$ cat config.mk
export PLATFORM = sky130hd
export DESIGN_NAME = layer1_seq_ctrl
export DESIGN_NICKNAME = d
export VERILOG_FILES = /design/src/rtl/layer1_seq_ctrl.sv
export SDC_FILE = /design/constraint.sdc
export NUM_CORES = 1
export LEC_CHECK = 0
export CAP_MARGIN = 20
export CORE_AREA = 2 2 258 260
export DETAILED_ROUTE_END_ITERATION = 10
export DIE_AREA = 0 0 260 262
export SYNTH_ARGS = -nofsm -noshare
export SYNTH_HDL_FRONTEND = slang
export SYNTH_SLANG_ARGS = --single-unit
$ cat constraint.sdc
create_clock -name clk -period 5.6 [get_ports clk]
set_input_delay 1.68 -clock clk [delete_from_list [all_inputs] [get_ports clk]]
set_output_delay 1.68 -clock clk [all_outputs]
set_load 0.01 [all_outputs]
$ cat src/rtl/layer1_seq_ctrl.sv
// layer1_seq_ctrl: tap sequencer for the first convolution layer.
// Walks N_TILES output tiles of TAPS taps each. Every tap reads one LANES-wide pixel word and the
// four packed kernel weights, then presents them to the PE array two cycles later.
// Ports:
//   clk, rst_n                  clock, asynchronous active-low reset
//   start, abort                image request (IDLE only), synchronous abort
//   busy, done                  image in progress, one-cycle completion pulse
//   pic_avail                   picture buffer readable this cycle
//   pic_rd_en/addr/data         picture buffer read port (data one cycle after en)
//   wt_rd_en/addr/data          weight ROM read port (data one cycle after en)
//   picDat, weightDat_0..3      registered PE operands
//   pe_en, pe_first             operands valid, first tap of the tile
//   res_we, res_addr            result capture strobe and tile index
module layer1_seq_ctrl #(
  parameter int unsigned KSIZE   = 5,
  parameter int unsigned DW      = 16,
  parameter int unsigned LANES   = 16,
  parameter int unsigned N_TILES = 36,
  parameter int unsigned RES_LAT = 3,
  parameter int unsigned PADDR_W = 10,
  parameter int unsigned TADDR_W = 5,
  parameter int unsigned RADDR_W = 6
) (
  input  logic                      clk,
  input  logic                      rst_n,
  input  logic                      start,
  input  logic                      abort,
  output logic                      busy,
  output logic                      done,
  input  logic                      pic_avail,
  output logic                      pic_rd_en,
  output logic [PADDR_W-1:0]        pic_rd_addr,
  input  logic [LANES*DW-1:0]       pic_rd_data,
  output logic                      wt_rd_en,
  output logic [TADDR_W-1:0]        wt_rd_addr,
  input  logic [4*DW-1:0]           wt_rd_data,
  output logic [LANES*DW-1:0]       picDat,
  output logic signed [DW-1:0]      weightDat_0,
  output logic signed [DW-1:0]      weightDat_1,
  output logic signed [DW-1:0]      weightDat_2,
  output logic signed [DW-1:0]      weightDat_3,
  output logic                      pe_en,
  output logic                      pe_first,
  output logic                      res_we,
  output logic [RADDR_W-1:0]        res_addr
);

  localparam int unsigned TAPS = KSIZE * KSIZE;

  localparam logic [2:0] StIdle = 3'd0;
  localparam logic [2:0] StRun  = 3'd1;
  localparam logic [2:0] StWait = 3'd2;
  localparam logic [2:0] StNext = 3'd3;
  localparam logic [2:0] StDone = 3'd4;

  logic [2:0]          state_q, state_d;
  logic [TADDR_W-1:0]  tap_q, tap_d;
  logic [RADDR_W-1:0]  tile_q, tile_d;
  logic [PADDR_W-1:0]  pbase_q, pbase_d;  // tile * TAPS, kept as a running sum
  logic [7:0]          wcnt_q, wcnt_d;

  logic                rd_vld_q, rd_first_q;
  logic                pe_en_q, pe_first_q;
  logic [LANES*DW-1:0] pic_q;
  logic [4*DW-1:0]     wt_q;

  logic rd_fire, last_tap, last_tile, res_fire;

  assign rd_fire   = (state_q == StRun) && pic_avail && !abort;
  assign last_tap  = (tap_q == TADDR_W'(TAPS - 1));
  assign last_tile = (tile_q == RADDR_W'(N_TILES - 1));
  // WAIT is entered one cycle after the last read; the last pe_en appears one cycle later and the
  // result is valid RES_LAT cycles after that.
  assign res_fire  = (state_q == StWait) && (wcnt_q == 8'(RES_LAT + 1)) && !abort;

  always_comb begin
    state_d = state_q;
    tap_d   = tap_q;
    tile_d  = tile_q;
    pbase_d = pbase_q;
    wcnt_d  = wcnt_q;
    case (state_q)
      StIdle: begin
        if (start && !abort) begin
          state_d = StRun;
          tap_d   = '0;
          tile_d  = '0;
          pbase_d = '0;
        end
      end
      StRun: begin
        if (rd_fire) begin
          if (last_tap) begin
            state_d = StWait;
            wcnt_d  = '0;
          end else begin
            tap_d = tap_q + TADDR_W'(1);
          end
        end
      end
      StWait: begin
        wcnt_d = wcnt_q + 8'd1;
        // The final tile's result strobe leads straight to completion.
        if (res_fire) state_d = last_tile ? StDone : StNext;
      end
      StNext: begin
        if (last_tile) begin
          state_d = StDone;
        end else begin
          state_d = StRun;
          tile_d  = tile_q + RADDR_W'(1);
          pbase_d = pbase_q + PADDR_W'(TAPS);
          tap_d   = '0;
        end
      end
      StDone: begin
        state_d = StIdle;
        tap_d   = '0;
        tile_d  = '0;
        pbase_d = '0;
      end
      default: state_d = StIdle;
    endcase
    if (abort && (state_q != StIdle)) begin
      state_d = StIdle;
      tap_d   = '0;
      tile_d  = '0;
      pbase_d = '0;
      wcnt_d  = '0;
    end
  end

  always_ff @(posedge clk or negedge rst_n) begin
    if (!rst_n) begin
      state_q <= StIdle;
      tap_q   <= '0;
      tile_q  <= '0;
      pbase_q <= '0;
      wcnt_q  <= '0;
    end else begin
      state_q <= state_d;
      tap_q   <= tap_d;
      tile_q  <= tile_d;
      pbase_q <= pbase_d;
      wcnt_q  <= wcnt_d;
    end
  end

  // Two-stage operand path: read strobe -> memory data -> PE registers.
  always_ff @(posedge clk or negedge rst_n) begin
    if (!rst_n) begin
      rd_vld_q   <= 1'b0;
      rd_first_q <= 1'b0;
      pe_en_q    <= 1'b0;
      pe_first_q <= 1'b0;
      pic_q      <= '0;
      wt_q       <= '0;
    end else begin
      rd_vld_q   <= rd_fire;
      rd_first_q <= rd_fire && (tap_q == '0);
      pe_en_q    <= rd_vld_q && !abort;
      pe_first_q <= rd_vld_q && rd_first_q && !abort;
      if (rd_vld_q && !abort) begin
        pic_q <= pic_rd_data;
        wt_q  <= wt_rd_data;
      end
    end
  end

  assign busy        = (state_q == StRun) || (state_q == StWait) || (state_q == StNext);
  assign done        = (state_q == StDone) && !abort;
  assign pic_rd_en   = rd_fire;
  assign wt_rd_en    = rd_fire;
  assign pic_rd_addr = pbase_q + PADDR_W'(tap_q);
  assign wt_rd_addr  = tap_q;
  assign picDat      = pic_q;
  assign weightDat_0 = wt_q[0*DW +: DW];
  assign weightDat_1 = wt_q[1*DW +: DW];
  assign weightDat_2 = wt_q[2*DW +: DW];
  assign weightDat_3 = wt_q[3*DW +: DW];
  assign pe_en       = pe_en_q;
  assign pe_first    = pe_first_q;
  assign res_we      = res_fire;
  assign res_addr    = tile_q;

endmodule
Word-level counts from Yosys, hierarchy flattened
Cells that the tools add are included.
{ "op_classes": {"n_addsub": 5, "mul": 0, "div_mod_pow": 0, "magnitude_cmp": 0, "n_eq_ne": 13, "shifts": 0, "n_mux": 26, "n_bitwise": 0, "reduce_logical": 24} }
{ "op_table": {"columns": ["cell", "count"], "rows": [
  ["$mux W10", 3],
  ["$pmux W10 S3", 1],
  ["$mux W5", 5],
  ["$mux W8", 3],
  ["$mux W3", 7],
  ["$pmux W5 S4", 1],
  ["$mux W6", 3],
  ["$pmux W6 S3", 1],
  ["$pmux W8 S2", 1],
  ["$pmux W3 S4", 1],
  ["$logic_and A1 B1 Y1", 11],
  ["$add A10 B5 Y10", 1],
  ["$add A10 B5 Y10 const B", 1],
  ["$ne A3 B2 Y1 const B", 3],
  ["$ne A3 B3 Y1 const B", 3],
  ["$add A8 B1 Y8 const B", 1],
  ["$eq A8 B3 Y1 const B", 1],
  ["$add A6 B1 Y6 const B", 1],
  ["$eq A3 B2 Y1 const B", 2],
  ["$eq A6 B6 Y1 const B", 1],
  ["$reduce_and A3 Y1", 2],
  ["$reduce_bool A3 Y1", 2],
  ["$add A5 B1 Y5 const B", 1],
  ["$eq A5 B5 Y1 const B", 1],
  ["other kinds (10)", 11]
]} }
{ "totals": {"ff_bits": 356, "latchBits": 0, "ram_bits": 0, "rom_bits": 0, "input_bits": 325, "out_inout_bits": 348, "word_cells": 79, "memories": 0} }

Depth between registers and ports, before layout
{ "logic_depth": {"depth_word": 6, "ltp_mapped": 9, "depth_no_buf": 9} }

Least setup slack after synthesis
Ideal clock, no wire load.
{ "synth_timing": {"kind": "input port to output port", "from": "in abort", "to": "out res_we", "arrival_ns": 2.550, "required_time_ns": 3.920, "slack_ns": 1.370, "stages": 4, "path_cell_list": "buf_2 -> nand2b_1 -> or3_1 -> nor2_1"} }
{ "synth_via": {"elab_chain_len": 2} }
{ "synth_rtl": {"columns": ["item", "line_no", "text"], "rows": [
  ["from (decl)", "27", "input logic abort,"],
  ["$logic_not A1 Y1", "74", "assign res_fire = (state_q == StWait) && (wcnt_q == 8'(RES_LAT + 1)) && !abort;"],
  ["$logic_and A1 B1 Y1", "74", null],
  ["to (decl)", "44", "output logic res_we,"]
]} }
No other way between the ends.

Final worst setup path
{ "layout_timing": {"from": "in abort", "to": "out wt_rd_en"} }
{ "layout_via": {"elab_chain_len": 2} }
{ "layout_rtl": {"columns": ["item", "line_no", "text"], "rows": [
  ["$logic_not A1 Y1", "69", "assign rd_fire = (state_q == StRun) && pic_avail && !abort;"],
  ["$logic_and A1 B1 Y1", "69", null],
  ["to (decl)", "34", "output logic wt_rd_en,"]
]} }
No other way between the ends.

==> impl_metrics.yaml <==
run_status:
  status: "complete, no violations"
place:
  place.gp.congestion: 0.788
  io_buffers: 672
  dp_hpwl_mm: 34.9
  dpl.cell_count: 2435
die:
  top_level_ports: 673
  die_h_um: 262
  fp.dieW_um: 260
  initial_core_util: 0.215
  rows: 94
  die-area_um2: 68100
  core_um2: 65300
cts:
  holdBufCountCts: 0
  cts_sinks: 356
  cts_tree: "yes"
  cts_resized: 0
  insertion_delay_ps: 550
  path_clk_slew_ps: 50
  htreeDepth: 2
  ctsLongestPathBuffers: 3
  numCtsBuffers: 43
  cts-root-buf: "clkbuf_16"
  cts_setup_buffers: 0
layout:
  postLayoutCoreUtil: 0.356
  drive_above_1_share: 0.252
  fin_cells: 2511
  area_growth_pct: 65.5
  final_net_count: 1953
global_routing:
  globalRouteTotalUtil: 0.126
  grt_pass1_wl_mm: 66.0
  gr-total-overflow: 0
  grt_pass1_vias: 10900
  antenna_found_initial: 6
  grt_max_degree: 96
timing:
  period_share: 0.905
  tightest_slew_ps: 849
  setup_viol: 0
  max_freq_mhz: 197
  slew_headroom: 0.433
  fin_skew_ps: 11.1
  rsz0062_at_grt: "no"
  final_hold_viol_count: 0
  maxSlewViolCount: 0
  fin_tns_setup_ps: 0
  fin_crit_ps: 5070
drt:
  top_layer_used: "met4"
  first_iter_violations: 334
  vias_per_cell: 4.06
  wl_met1_mm: 17.0
  dr.pass1.iters: 4
  wire_per_inst_um: 18.3
  vias: 10200
  wl_met3_mm: 4.05
  dr_wl_met2_mm: 23.8
  wl_mm: 46.0
  drc_errors: 0
  antenna_left: 0
power_and_ir_drop:
  switching_share: 0.303
  combPwrFrac: 0.419
  clkPwrFrac: 0.221
  internal_power_mw: 8.54
  seq_power_share: 0.360
  max-vdd-ir-drop_mv: 0.270
  power.density_nw_per_um2: 528
  switching_power_mw: 3.72
  leakage_nw: 9.48
setup_path:
  r2r_end: "wcnt_q[4]"
  critical_path_arrival_ps: 3390
  crit_type: "input pin to output port"
  startpoint: "abort"
  critPathCaptureType: "output port"
  setup.worst_path.start_class: "input pin"
  worstReg2RegStart: "wt_rd_addr[1]"
  critPathRequiredTime_ps: 3920
  cp_max_fo: 11
  r2r_slack_ps: 3420
  rr_worst_depth: 8
synthesis:
  ys_seq_elements: 356
  syn_area_um2: 14000
  synth-seq-area-share: 0.635
  synthTopCellsByArea: "dfrtp_1, mux2_2, buf_2"
  ys_dominant_reg_cell: "dfrtp_1"
  yosysUniqueCellTypes: 54
  netlist_instances: 923
  async_flop_share: 1.00
  synth_top_area_cell: "dfrtp_1"
  avgSynthCellArea_um2: 15.2
  synth_edf_count: 0
  ys_warn_count: 0
  synthesis.nets: 1260
  yosysTopAreaCellShare: 0.635
min_path:
  hp-class: "register to register"
  min_path_cells: 1
  min_from: "rd_first_q"
  min_to: "pe_first"
flow_run:
  max_cap_violations: 0
## power groups by stage
stage / clock, mW / sequential, mW / combinational (mW)
after floorplan: 0 / 4.93 / 1.45
after global placement: 0 / 4.41 / 5.16
after detailed placement: 0 / 4.46 / 5.21
after CTS: 2.82 / 4.44 / 5.23
after global routing: 2.93 / 4.58 / 5.45
final: 2.71 / 4.42 / 5.13
## registers in the layout, summed over array words and instances (netlist names), 3 cells and up
register / flops
wt_rd_addr: 5
wcnt_q: 8
res_addr: 6
pbase_q: 10
picDat: 256
state_q: 3
wt_q: 64
## cells in the final DEF (no fill, tap or decap), types with 3 or more instances in the layout
cell type,count
clkdlybuf4s50_1,671
dfrtp_1,356
mux2_2,320
clkbuf_16,44
nand2_1,23
nor2_1,17
o21ai_0,17
buf_4,15
a21oi_1,13
xnor2_1,11
nand3_1,11
ha_1,11
clkbuf_1,11
inv_1,9
or3_1,9
clkbuf_8,9
nor3_1,8
nand2b_1,7
and2_1,7
o21ai_1,7
and3_1,5
clkinv_2,5
buf_12,5
nor2b_1,4
xor2_1,3
o31ai_1,3
## worst max-delay path, cell delays in order
cell	delay, ps
clkdlybuf4s50_1	410
buf_4	180
nand2b_1	170
nor2_1	160
and2_1	220
clkdlybuf4s50_1	560
## synthesized netlist by cell type (2+ instances only)
cell type / number
dfrtp_1: 356
mux2_2: 320
buf_2: 32
nand2_1: 23
nor2_1: 17
o21ai_0: 17
a21oi_1: 13
ha_1: 11
nand3_1: 11
xnor2_1: 11
clkbuf_1: 10
inv_1: 9
or3_1: 9
nor3_1: 8
and2_1: 7
nand2b_1: 7
o21ai_1: 7
and3_1: 5
nor2b_1: 5
o31ai_1: 3
xor2_1: 3
a211o_1: 2
a31oi_1: 2
and4b_1: 2
o21a_1: 2
o22ai_1: 2
or2_2: 2
## worst max-delay path by stage
stage | to | slack, ps | cells past startpoint
detailed placement | pic_rd_en | 530 | 6
global placement | pic_rd_en | 540 | 6
floorplan | res_we | 1370 | 4
CTS | pic_rd_en | 520 | 6
finish | wt_rd_en | 530 | 6
global route | pic_rd_en | 440 | 6
## stage by stage
stage          setup slack [ps]  hold WS (ps)  cell area [um^2]  total power, mW
2_1_floorplan              1370           428             14000             6.38
3_3_place_gp                545           452             21800             9.58
3_5_place_dp                534           448             21800             9.67
4_1_cts                     522           461             23200             12.5
5_1_grt                     439           471             23200             13.0
6_report                    532           455             23200             12.3
## routing by layer
metal  up-vias  global-route usage
met5         -                   0
met4         0              0.0421
met3        71              0.0443
met2       428               0.226
met1      5037               0.137
li1       4663                   -
## cell type report
| class | instances | area [um^2] |
|---|---|---|
| fill | 6361 | 42100 |
| tap | 864 | 1080 |
| timing repair buffer | 692 | 6940 |
| antenna | 1 | 2.50 |
| clock inverter | 11 | 105 |
| inverter | 9 | 33.8 |
| clock buffer | 64 | 1270 |
| multi-input combinational | 514 | 4880 |
| sequential | 356 | 8910 |
## kinds of logic after synthesis
| kind of cell | count (synthesis) | synth area share |
|---|---|---|
| simple gates | 106 | 0.0417 |
| mux | 320 | 0.257 |
| compound gates | 62 | 0.0287 |
| xor+xnor | 14 | 0.00874 |
| fa+ha+maj | 12 | 0.0112 |
| flops | 356 | 0.635 |
| buf+inv | 53 | 0.0178 |
(Power assumes the default switching activity.)
